**config.mk**
```make
export PLATFORM = sky130hd
export DESIGN_NAME = ring_shift_ctrl
export DESIGN_NICKNAME = d
export VERILOG_FILES = /design/src/rtl/ring_shift_pkg.sv /design/src/rtl/ring_shift_shadow.sv /design/src/rtl/ring_shift_ctrl.sv
export SDC_FILE = /design/constraint.sdc
export NUM_CORES = 1
export LEC_CHECK = 0
export BUFFER_PORTS_ARGS = -buffer_cell sky130_fd_sc_hd__buf_2
export CORE_UTILIZATION = 49
export CTS_BUF_LIST = sky130_fd_sc_hd__clkbuf_8 sky130_fd_sc_hd__clkbuf_16
export DETAILED_ROUTE_END_ITERATION = 7
export GPL_TIMING_DRIVEN = 0
export PLACE_DENSITY = 0.82
export SYNTH_ARGS = -nofsm -noshare
export SYNTH_HDL_FRONTEND = slang
export SYNTH_SLANG_ARGS = --single-unit
```
**constraint.sdc**
```tcl
create_clock -name clk -period 2.75 [get_ports clk]
set_input_delay 0.55 -clock clk [delete_from_list [all_inputs] [get_ports clk]]
set_output_delay 0.55 -clock clk [all_outputs]
set_load 0.03 [all_outputs]
```
**src/rtl/ring_shift_pkg.sv**
```systemverilog
// Shared definitions for the ring shifter sequencer.
//   state_e      : sequencer states (IDLE/LOAD/ROTATE/DONE)
//   RING_W       : shifter width
//   RING_RST_PAT : shifter/shadow reset contents (odd bits set)
//   rotl()       : rotate-left reference, count taken modulo RING_W
package ring_shift_pkg;

  typedef enum logic [1:0] {
    IDLE   = 2'd0,
    LOAD   = 2'd1,
    ROTATE = 2'd2,
    DONE   = 2'd3
  } state_e;

  localparam int unsigned        RING_W       = 8;
  localparam logic [RING_W-1:0]  RING_RST_PAT = 8'hAA;

  function automatic logic [RING_W-1:0] rotl(input logic [RING_W-1:0] v,
                                             input int unsigned        n);
    int unsigned s;
    s = n % RING_W;
    // s==0 makes the right shift vanish and the left shift return v unchanged
    return (v << s) | (v >> (RING_W - s));
  endfunction

endpackage

```
**src/rtl/ring_shift_shadow.sv**
```systemverilog
// Shadow copy of the 8-bit ring shifter. Applies the same step the shifter
// takes on each sh_en cycle so the contents are available in parallel.
//   clk, rst : clock (rising edge), synchronous active-high reset
//   sh_en    : step this cycle
//   sh_load  : 1 = shift sh_in into bit 0, 0 = recirculate MSB into bit 0
//   sh_in    : serial data bit
//   sh_q     : shadow contents (resets to RST_PAT)
module ring_shift_shadow
  import ring_shift_pkg::*;
#(
  parameter int unsigned       WIDTH   = RING_W,
  parameter logic [WIDTH-1:0]  RST_PAT = RING_RST_PAT
) (
  input  logic             clk,
  input  logic             rst,
  input  logic             sh_en,
  input  logic             sh_load,
  input  logic             sh_in,
  output logic [WIDTH-1:0] sh_q
);

  logic [WIDTH-1:0] sh_d;

  always_comb begin
    sh_d = sh_q;
    if (sh_en) begin
      sh_d = {sh_q[WIDTH-2:0], (sh_load ? sh_in : sh_q[WIDTH-1])};
    end
  end

  always_ff @(posedge clk) begin
    if (rst) begin
      sh_q <= RST_PAT;
    end else begin
      sh_q <= sh_d;
    end
  end

endmodule

```
**src/rtl/ring_shift_ctrl.sv**
```systemverilog
// Sequencer for the ring shifter: serially loads a pattern MSB-first, rotates
// it left rot_cnt steps, then pulses done. A shadow register tracks the
// shifter so the result is available in parallel.
//   clk, rst : clock (rising edge), synchronous active-high reset
//   start    : command strobe, accepted only while ready=1
//   pattern  : pattern to load, sampled on accept
//   rot_cnt  : rotate-left steps, sampled on accept
//   abort    : abandon the command in LOAD/ROTATE
//   ready    : idle and able to accept
//   sh_en    : shifter step enable
//   sh_load  : shifter load select (1 = sh_in, 0 = recirculate MSB)
//   sh_in    : serial data bit to the shifter
//   done     : one-cycle completion pulse
//   result   : shadow contents, valid with done, held until next accept
// Optional: define RING_SHIFT_CTRL_STAT_EN to add stat_cnt[15:0], a
// saturating count of completed commands.
module ring_shift_ctrl
  import ring_shift_pkg::*;
#(
  parameter int unsigned       WIDTH   = RING_W,
  parameter int unsigned       CNT_W   = 4,
  parameter logic [WIDTH-1:0]  RST_PAT = RING_RST_PAT
) (
  input  logic             clk,
  input  logic             rst,
  input  logic             start,
  input  logic [WIDTH-1:0] pattern,
  input  logic [CNT_W-1:0] rot_cnt,
  input  logic             abort,
  output logic             ready,
  output logic             sh_en,
  output logic             sh_load,
  output logic             sh_in,
  output logic             done,
  output logic [WIDTH-1:0] result
`ifdef RING_SHIFT_CTRL_STAT_EN
  ,
  output logic [15:0]      stat_cnt
`endif
);

  localparam int unsigned IDX_W = $clog2(WIDTH);

  state_e           state_q, state_d;
  logic [IDX_W-1:0] idx_q, idx_d;
  logic [CNT_W-1:0] cnt_q, cnt_d;
  logic [WIDTH-1:0] pat_q, pat_d;
  logic             ready_q, ready_d;
  logic             sh_en_q, sh_en_d;
  logic             sh_load_q, sh_load_d;
  logic             sh_in_q, sh_in_d;
  logic             done_q, done_d;

  // Outputs are registered from the current state, so each shifter step is
  // presented one cycle after the state that issues it. ready is held low
  // through the done pulse so done and ready never overlap.
  always_comb begin
    state_d   = state_q;
    idx_d     = idx_q;
    cnt_d     = cnt_q;
    pat_d     = pat_q;
    sh_en_d   = 1'b0;
    sh_load_d = 1'b0;
    sh_in_d   = 1'b0;
    done_d    = 1'b0;
    unique case (state_q)
      IDLE: begin
        if (start && ready_q) begin
          pat_d   = pattern;
          cnt_d   = rot_cnt;
          idx_d   = IDX_W'(WIDTH-1);
          state_d = LOAD;
        end
      end
      LOAD: begin
        if (abort) begin
          idx_d   = IDX_W'(WIDTH-1);
          cnt_d   = '0;
          state_d = IDLE;
        end else begin
          sh_en_d   = 1'b1;
          sh_load_d = 1'b1;
          sh_in_d   = pat_q[idx_q];
          idx_d     = idx_q - IDX_W'(1);
          if (idx_q == '0) begin
            idx_d   = IDX_W'(WIDTH-1);
            state_d = (cnt_q != '0) ? ROTATE : DONE;
          end
        end
      end
      ROTATE: begin
        if (abort) begin
          cnt_d   = '0;
          state_d = IDLE;
        end else begin
          sh_en_d = 1'b1;
          cnt_d   = cnt_q - CNT_W'(1);
          if (cnt_q == CNT_W'(1)) begin
            state_d = DONE;
          end
        end
      end
      DONE: begin
        done_d  = 1'b1;
        state_d = IDLE;
      end
      default: state_d = IDLE;
    endcase
    ready_d = (state_d == IDLE) && !done_d;
  end

  always_ff @(posedge clk) begin
    if (rst) begin
      state_q   <= IDLE;
      idx_q     <= IDX_W'(WIDTH-1);
      cnt_q     <= '0;
      pat_q     <= '0;
      ready_q   <= 1'b1;
      sh_en_q   <= 1'b0;
      sh_load_q <= 1'b0;
      sh_in_q   <= 1'b0;
      done_q    <= 1'b0;
    end else begin
      state_q   <= state_d;
      idx_q     <= idx_d;
      cnt_q     <= cnt_d;
      pat_q     <= pat_d;
      ready_q   <= ready_d;
      sh_en_q   <= sh_en_d;
      sh_load_q <= sh_load_d;
      sh_in_q   <= sh_in_d;
      done_q    <= done_d;
    end
  end

  assign ready   = ready_q;
  assign sh_en   = sh_en_q;
  assign sh_load = sh_load_q;
  assign sh_in   = sh_in_q;
  assign done    = done_q;

  ring_shift_shadow #(
    .WIDTH   (WIDTH),
    .RST_PAT (RST_PAT)
  ) u_shadow (
    .clk     (clk),
    .rst     (rst),
    .sh_en   (sh_en_q),
    .sh_load (sh_load_q),
    .sh_in   (sh_in_q),
    .sh_q    (result)
  );

`ifdef RING_SHIFT_CTRL_STAT_EN
  logic [15:0] stat_q, stat_d;

  always_comb begin
    stat_d = stat_q;
    if (done_d && (stat_q != '1)) begin
      stat_d = stat_q + 16'd1;
    end
  end

  always_ff @(posedge clk) begin
    if (rst) begin
      stat_q <= '0;
    end else begin
      stat_q <= stat_d;
    end
  end

  assign stat_cnt = stat_q;
`endif

endmodule

```
* Word-level counts from Yosys, hierarchy flattened *
Cells that the tools add are included.

operators by class
  reductions and logical operators = 16
  multiplexer cells = 20
  bitwise logic cells = 2
  $lt $le $gt $ge = 1
  equality and inequality tests = 6
  $add $sub $neg = 2

operators by type and width
  operator                                            count
  two-way mux 4 bit                                   3
  one-hot mux 4 bit (3 select lines)                  1
  two-way mux 2 bit                                   5
  two-way mux 3 bit                                   3
  one-hot mux 2 bit (4 select lines)                  1
  one-hot mux 3 bit (2 select lines)                  1
  OR reduction 2 bit                                  3
  two-way mux 1 bit                                   5
  == test 2 bit, second input constant                2
  == test 4 x 1 -> 1 bit, second input constant       1
  zero test 2 bit                                     2
  < comparator 3 x 4 -> 1 bit, second input constant  1
  != test 2 bit, second input constant                2
  AND reduction 2 bit                                 2
  nonzero test 4 bit                                  1
  subtractor 4 x 1 -> 4 bit, second input constant    1
  binary-select mux 1 bit (select 3 bit)              1
  zero test 3 bit                                     1
  AND reduction 3 bit                                 1
  nonzero test 3 bit                                  1
  OR reduction 3 bit                                  1
  subtractor 3 x 1 -> 3 bit, second input constant    1
  == test 2 x 1 -> 1 bit, second input constant       1
  logical AND 1 bit                                   2
  3 further kinds                                     4

word-level totals
  logic and storage cells = 57
  output and inout port bits = 13
  bits in registers = 30

* Longest topological paths before layout *
Gate-level depths: netlist (run 1).

  word-level depth = 7
  mapped depth = 6
  gate-level depth less buffers = 6

* Cells and area by module *
A second synthesis (run 1) with hierarchy kept.

second synthesis, totals
  cells, all modules = 159
  area, all modules = 1476.4 sq um

by module, submodules not included
  module             cells an instance  sequential area each (sq um)  area each (sq um)  instances
  ring_shift_ctrl    132                440.4                         1169.9             1
  ring_shift_shadow  27                 160.2                         306.5              1

* Worst setup path after synthesis (run 1) *
No wires, ideal clock.

  kind = reg-to-reg
  start = reg state_q[1]
  end = reg cnt_q[0]
  clock period less this slack = 1535 ps
  path slack = 1215 ps
  data arrival time = 1414 ps
  library setup time = 120 ps
  stages on the path, launching flop included = 7
  cell sequence = dfxtp_1 > inv_1 > ha_1 > nor2b_2 > a211oi_4 > o221a_2 > nor3_1

between the ends
  word-level cells in the longest chain between the ends = 3
  elaborated cells on any way between the ends = 8

ends and longest elaborated chain
  item                                                           line                    RTL
  start, declared                                                ring_shift_ctrl.sv:44   state_e state_q, state_d;
  start signal, assigned                                         ring_shift_ctrl.sv:124  state_q <= state_d;
  == test 2 x 1 -> 1 bit (tied with other cells)                 ring_shift_ctrl.sv:66   unique case (state_q)
  != test 2 bit (no line) or nonzero test 3 bit (tied branches)  -
  AND reduction 3 bit (no line)                                  -
  end signal, assigned                                           ring_shift_ctrl.sv:126  cnt_q <= cnt_d;
  end, declared                                                  ring_shift_ctrl.sv:46   logic [CNT_W-1:0] cnt_q, cnt_d;

Parallel ways exist; a longest one is shown, timed or not.
A chain may end at the register's enable or synchronous reset.

* Final worst setup path (run 1) *
  start = reg state_q[0]
  end = reg cnt_q[2]

Same word-level chain as after synthesis.

==> results.py, run 1 <==
metrics = {
    "timing": {
        "fmax_mhz": 558,
        "worst_slew_pin_slew_ns": 0.459,
        "fin_worst_skew_ns": 0.00341,
        "maxSlewHeadroom": 0.694,
        "fin_setup_tns_ns": 0,
        "finalMaxSlewViolations": 0,
        "setup_viol": 0,
        "rsz0062_at_grt": "no",
        "hold_viol": 0,
        "timing.final.ws_setup_ns": 0.958,
        "fin_crit_sh": 0.652,
        "period_minus_slack_ns": 1.79,
    },
    "place": {
        "routabilityCongestion": 0.821,
        "post-place-ws_ns": 0.978,
        "place_inst": 213,
        "dpl.hpwl_um": 2070,
        "placed_area_um2": 1630,
        "port_buffers": 28,
    },
    "clocking": {
        "cts_hold_buf": 0,
        "cts.path.max_buffers": 2,
        "cts_tree": "built",
        "post_cts.repair.setup_buffers": 0,
        "clkSinkCount": 30,
        "cts_root_buf": "clkbuf_8",
        "cts_resized": 0,
        "clk_latency_ns": 0.28,
        "cts.clk_slew.worst_paths_ns": 0.06,
        "cts_buffers": 5,
        "htreeDepth": 2,
    },
    "setup_path": {
        "start_kind": "flip-flop",
        "r2r-start": "state_q[0]",
        "critical_path_class": "reg -> reg",
        "cp.arrival_ns": 2.01,
        "cp_cell_sequence": "inv_1 -> ha_1 -> nand3b_1 -> or2_0 -> a21bo_1 -> a21oi_2",
        "path_max_fanout": 6,
        "crit_family": "simple AND/OR/NAND/NOR gates",
        "r2r_slack_ns": 0.96,
        "critPathRequiredTime_ns": 2.97,
        "critPathBufInv": 1,
        "rr_endpoint": "cnt_q[2]",
        "cp_slowest_stage_delay_ns": 0.42,
        "cp_slowest_cell": "ha_1",
        "critPathCaptureType": "flip-flop",
        "r2r_cells": 6,
    },
    "floorplanning": {
        "pin_count": 29,
        "die_w_um": 56.5,
        "initial_core_util": 0.523,
        "rows": 19,
        "coreArea_um2": 2780,
        "die_h_um": 56.5,
        "die_area_um2": 3190,
    },
    "final_layout": {
        "final_area_um2": 1730,
        "n_antenna_cell": 0,
        "drive_gt1_frac": 0.274,
        "finalNonFillerCells": 221,
        "mostFrequentLayoutCells": "buf_2 (31), dfxtp_1 (30), nand2_1 (17)",
        "syn2layout_area_growth_pct": 18.6,
        "layout_commonest_cell": "buf_2",
        "nets": 214,
    },
    "logic_synthesis": {
        "synthCells": 154,
        "synth_seq_cells": 30,
        "synth.distinct_cells": 44,
        "syn-num-nets": 179,
        "netlist_area_um2": 1460,
        "seq_area_frac_synth": 0.413,
        "syn_avg_cell_area_um2": 9.45,
        "ys_warn_count": 0,
    },
    "power_and_ir_drop": {
        "p_leak_nw": 0.756,
        "peakVddDrop_uv": 414,
        "powerDensity_nw_per_um2": 626,
    },
    "drt": {
        "drtIter0Drc": 36,
        "wl_um": 2790,
        "vias": 1195,
        "wl_per_cell_um": 12.6,
        "drc": 0,
        "antenna_left": 0,
        "vias_per_cell": 5.41,
        "dr.pass1.iters": 4,
    },
    "hold_path": {
        "hold_class": "reg -> reg",
        "holdPathStages": 2,
        "holdCritStartpoint": "pat_q[3]",
        "hold_end": "pat_q[3]",
    },
    "global_routing": {
        "grt_pass1_wl_um": 4840,
        "grt_pass1_vias": 1133,
        "antenna_found_initial": 0,
        "grt_util_all_layers": 0.199,
        "grt_max_degree": 11,
        "grt_overflow": 0,
    },
    "flow_run": {
        "cap_violations": 0,
    },
    "status": {
        "outcome": "complete, no violations",
    },
}
## stage by stage
step | hold slack [ns] | total power, mW | utilization
6_report | 0.456 | 1.08 | 0.620
5_1_grt | 0.474 | 1.14 | 0.620
2_1_floorplan | 0.433 | 0.674 | -
4_1_cts | 0.460 | 1.09 | 0.620
3_3_place_gp | 0.444 | 0.722 | 0.587
3_5_place_dp | 0.451 | 0.731 | 0.587
## registers in the layout, summed over array words and instances (netlist names)
| name | flops |
|---|---|
| sh_en | 1 |
| cnt_q | 4 |
| pat_q | 8 |
| ready | 1 |
| sh_in | 1 |
| state_q | 2 |
| sh_load | 1 |
| done | 1 |
| idx_q | 3 |
| u_shadow.sh_q | 8 |
## layer usage
| metal | vias to the layer above | wire length (µm) | global-route usage |
|---|---|---|---|
| li1 | 610 | - | - |
| met1 | 549 | 1320 | 0.234 |
| met2 | 28 | 1260 | 0.316 |
| met3 | 8 | 128 | 0.0622 |
| met4 | 0 | 80 | 0.115 |
| met5 | - | 0 | 0 |
## synthesized netlist by cell type, drive strengths merged
| cell | n | share of area |
|---|---|---|
| a311oi | 1 | 0.010 |
| mux2i | 5 | 0.034 |
| dfxtp | 30 | 0.41 |
| o21bai | 2 | 0.010 |
| a31oi | 1 | 0.0043 |
| or3 | 1 | 0.0043 |
| a21oi | 11 | 0.040 |
| a32oi | 1 | 0.0060 |
| ha | 9 | 0.077 |
| and4 | 1 | 0.0069 |
| a211oi | 2 | 0.019 |
| and3 | 3 | 0.014 |
| a41oi | 1 | 0.0060 |
| nor3 | 5 | 0.021 |
| o21ai | 2 | 0.0095 |
| nand2 | 17 | 0.044 |
| nor2 | 11 | 0.028 |
| nor4b | 1 | 0.010 |
| a21o | 1 | 0.0052 |
| clkbuf | 1 | 0.0026 |
| inv | 12 | 0.031 |
| nand3b | 1 | 0.0052 |
| o211ai | 1 | 0.0052 |
| nand2b | 3 | 0.013 |
| a21bo | 1 | 0.0069 |
| xnor2 | 1 | 0.0060 |
| mux4 | 2 | 0.031 |
| a211o | 5 | 0.030 |
| nor3b | 3 | 0.015 |
| or2 | 1 | 0.0043 |
| o221a | 3 | 0.023 |
| buf | 4 | 0.013 |
| nand4 | 1 | 0.0043 |
| nor2b | 7 | 0.032 |
| nand3 | 3 | 0.014 |
## final cells by class
type | count | area, µm²
fillers | 237 | 1060
multi-input cells | 107 | 787
flip-flops and latches | 30 | 601
repair buffers | 28 | 140
clock buffers | 6 | 82.6
inverters | 12 | 45.0
well taps | 31 | 38.8
plain buffers | 5 | 22.5
clock inverters | 2 | 8.76
## cells by family (layout without fill, tap and decap cells)
logic type	count (synthesis)	count (layout)	share of synthesized area
fa+ha+maj	9	9	0.0774
compound gates	32	32	0.176
flops	30	30	0.413
mux	7	7	0.0653
buf+inv	17	53	0.0464
xor+xnor	1	1	0.00602
simple gates	58	58	0.216
## worst reg2reg max path: stages (launching register included)
cell and delay (ns):
dfxtp_1 0.40, inv_1 0.12, ha_1 0.42, nand3b_1 0.22
or2_0 0.25, a21bo_1 0.20, a21oi_2 0.12
## report_power, final
part	internal (mW)	total [mW]	switching, mW	leakage (nW)
clock network	0.198	0.356	0.159	0.0524
registers	0.469	0.500	0.0309	0.245
logic	0.0971	0.224	0.126	0.458
## worst max-delay path by stage
stage | slack (ns) | to | from | cells past startpoint
3_5_place_dp | 0.98 | cnt_q[2] | state_q[0] | 6
4_1_cts | 0.97 | cnt_q[2] | state_q[0] | 6
2_1_floorplan | 1.22 | cnt_q[0] | state_q[1] | 6
3_3_place_gp | 1.07 | cnt_q[2] | state_q[0] | 6
6_report | 0.96 | cnt_q[2] | state_q[0] | 6
5_1_grt | 0.83 | cnt_q[2] | state_q[0] | 6
No activity file was read; power rests on OpenSTA's default activity.
==> run 2, diff against run 1 <==
==> constraint.sdc (replaced) <==
create_clock -name clk -period 1.83 [get_ports clk]
set_input_delay 0.366 -clock clk [delete_from_list [all_inputs] [get_ports clk]]
set_output_delay 0.366 -clock clk [all_outputs]
set_load 0.03 [all_outputs]
==> results.py, run 2 (synthesized netlist as in run 1, its figures left out) <==
metrics = {
    "floorplanning": {
        "initial_core_util": 0.523,
        "die_w_um": 56.5,
        "pin_count": 29,
        "die_area_um2": 3190,
        "rows": 19,
        "coreArea_um2": 2780,
        "die_h_um": 56.5,
    },
    "clocking": {
        "cts_hold_buf": 0,
        "htreeDepth": 2,
        "cts_tree": "built",
        "clkSinkCount": 30,
        "cts.clk_slew.worst_paths_ns": 0.06,
        "clk_latency_ns": 0.28,
        "cts_buffers": 5,
        "cts.path.max_buffers": 2,
        "cts_root_buf": "clkbuf_8",
    },
    "timing": {
        "finalMaxSlewViolations": 0,
        "rsz0062_at_grt": "no",
        "fin_worst_skew_ns": 0.00387,
        "hold_viol": 0,
        "setup_viol": 0,
        "fin_crit_sh": 0.921,
        "period_minus_slack_ns": 1.69,
        "fmax_mhz": 593,
        "fin_setup_tns_ns": 0,
        "timing.final.ws_setup_ns": 0.144,
        "maxSlewHeadroom": 0.691,
        "worst_slew_pin_slew_ns": 0.463,
    },
    "status": {
        "outcome": "complete, no violations",
    },
    "global_routing": {
        "met1_usage": 0.234,
        "grt_max_degree": 11,
        "grt_pass1_wl_um": 4840,
        "grt_busiest_layer": "met2",
        "grtUsageMet2": 0.316,
        "grt_util_all_layers": 0.199,
        "grt_overflow": 0,
        "grt_pass1_vias": 1133,
        "antenna_found_initial": 0,
        "grt_util_met3": 0.0622,
    },
    "setup_path": {
        "r2r_slack_ns": 0.14,
        "path_max_fanout": 6,
        "cp_slowest_cell": "ha_2",
        "critPathCaptureType": "flip-flop",
        "cp_cell_sequence": "inv_1 -> ha_2 -> nand3b_1 -> or2_0 -> a21bo_1 -> a21oi_2",
        "crit_end": "cnt_q[2]",
        "critical_path_class": "reg -> reg",
        "r2r_cells": 6,
        "rr_endpoint": "cnt_q[2]",
        "r2r-start": "state_q[1]",
        "crit_start": "state_q[1]",
        "cp_slowest_stage_delay_ns": 0.40,
        "cp.arrival_ns": 1.90,
        "critPathRequiredTime_ns": 2.05,
        "start_kind": "flip-flop",
    },
    "drt": {
        "drtIter0Drc": 29,
        "vias_per_cell": 5.42,
        "wl_per_cell_um": 12.5,
        "drc": 0,
        "antenna_left": 0,
        "vias": 1209,
        "dr.pass1.iters": 2,
        "wl_um": 2790,
    },
    "final_layout": {
        "n_antenna_cell": 0,
        "nets": 216,
        "layout_commonest_cell": "buf_2",
        "top_regs": "pat_q (8), u_shadow.sh_q (8), cnt_q (4)",
        "syn2layout_area_growth_pct": 19.9,
        "drive_gt1_frac": 0.297,
        "final_area_um2": 1750,
        "mostFrequentLayoutCells": "buf_2 (31), dfxtp_1 (28), nand2_1 (17)",
    },
    "hold_path": {
        "hold_class": "in -> reg",
    },
    "power_and_ir_drop": {
        "powerDensity_nw_per_um2": 934,
        "totalPowerFinal_mw": 1.63,
        "peakVddDrop_uv": 674,
        "p_leak_nw": 0.764,
    },
    "place": {
        "routabilityCongestion": 0.821,
        "placed_area_um2": 1630,
        "port_buffers": 28,
        "dpl.hpwl_um": 2070,
        "post-place-ws_ns": 0.0578,
    },
    "flow_run": {
        "cap_violations": 0,
    },
}
==> run 2: cell count changes in the layout (fill, tap and decap cells not counted), sizes merged <==
cell | before | now
buf | 32 | 34
==> run 2: metrics by stage <==
stage	std cells	utilization	hold WS, ns
after CTS	221	0.620	0.277
after floorplan	154	-	0.433
final	223	0.628	0.290
after global routing	223	0.628	0.284
after global placement	213	0.587	0.444
after detailed placement	213	0.587	0.451
==> run 2: layer usage <==
layer,wire length (µm),part of all wire,vias up
met1,1310,0.47,558
met4,78,0.028,0
met3,126,0.045,8
met5,0,0,-
met2,1280,0.46,28
li1,-,-,615
==> run 2: critical path, delay by kind of cell (launching register included) <==
kind            cells  cell delay (ns)
compound gates      2             0.32
buf+inv             1             0.10
flops               1             0.36
simple gates        2             0.44
fa+ha+maj           1             0.40
==> run 2: worst min-delay path by stage <==
| stage | start | endpoint | cells after the start |
|---|---|---|---|
| floorplan | pat_q[2] | pat_q[2] | 2 |
| global placement | pat_q[4] | pat_q[4] | 2 |
| detailed placement | pat_q[3] | pat_q[3] | 2 |
| CTS | rst | state_q[0] | 2 |
| global route | rst | state_q[0] | 2 |
| finish | rst | state_q[0] | 2 |
==> run 2: final cells by class <==
class | instances | area, µm²
plain buffers | 5 | 22.5
clock buffers | 6 | 82.6
clock inverters | 2 | 8.76
fillers | 234 | 1040
inverters | 12 | 45.0
multi-input cells | 107 | 790
flip-flops and latches | 30 | 603
well taps | 31 | 38.8
repair buffers | 30 | 155
==> run 2: power breakdown <==
part / leakage [nW] / switching (mW) / internal, mW
clock: 0.0524 / 0.237 / 0.297
sequential: 0.246 / 0.0467 / 0.706
combinational: 0.466 / 0.190 / 0.153
==> run 2: what timing repair did <==
item,in CTS,in global routing
endpoints found under the setup margin,0,4
buffers inserted,0,2
resized for setup,0,3
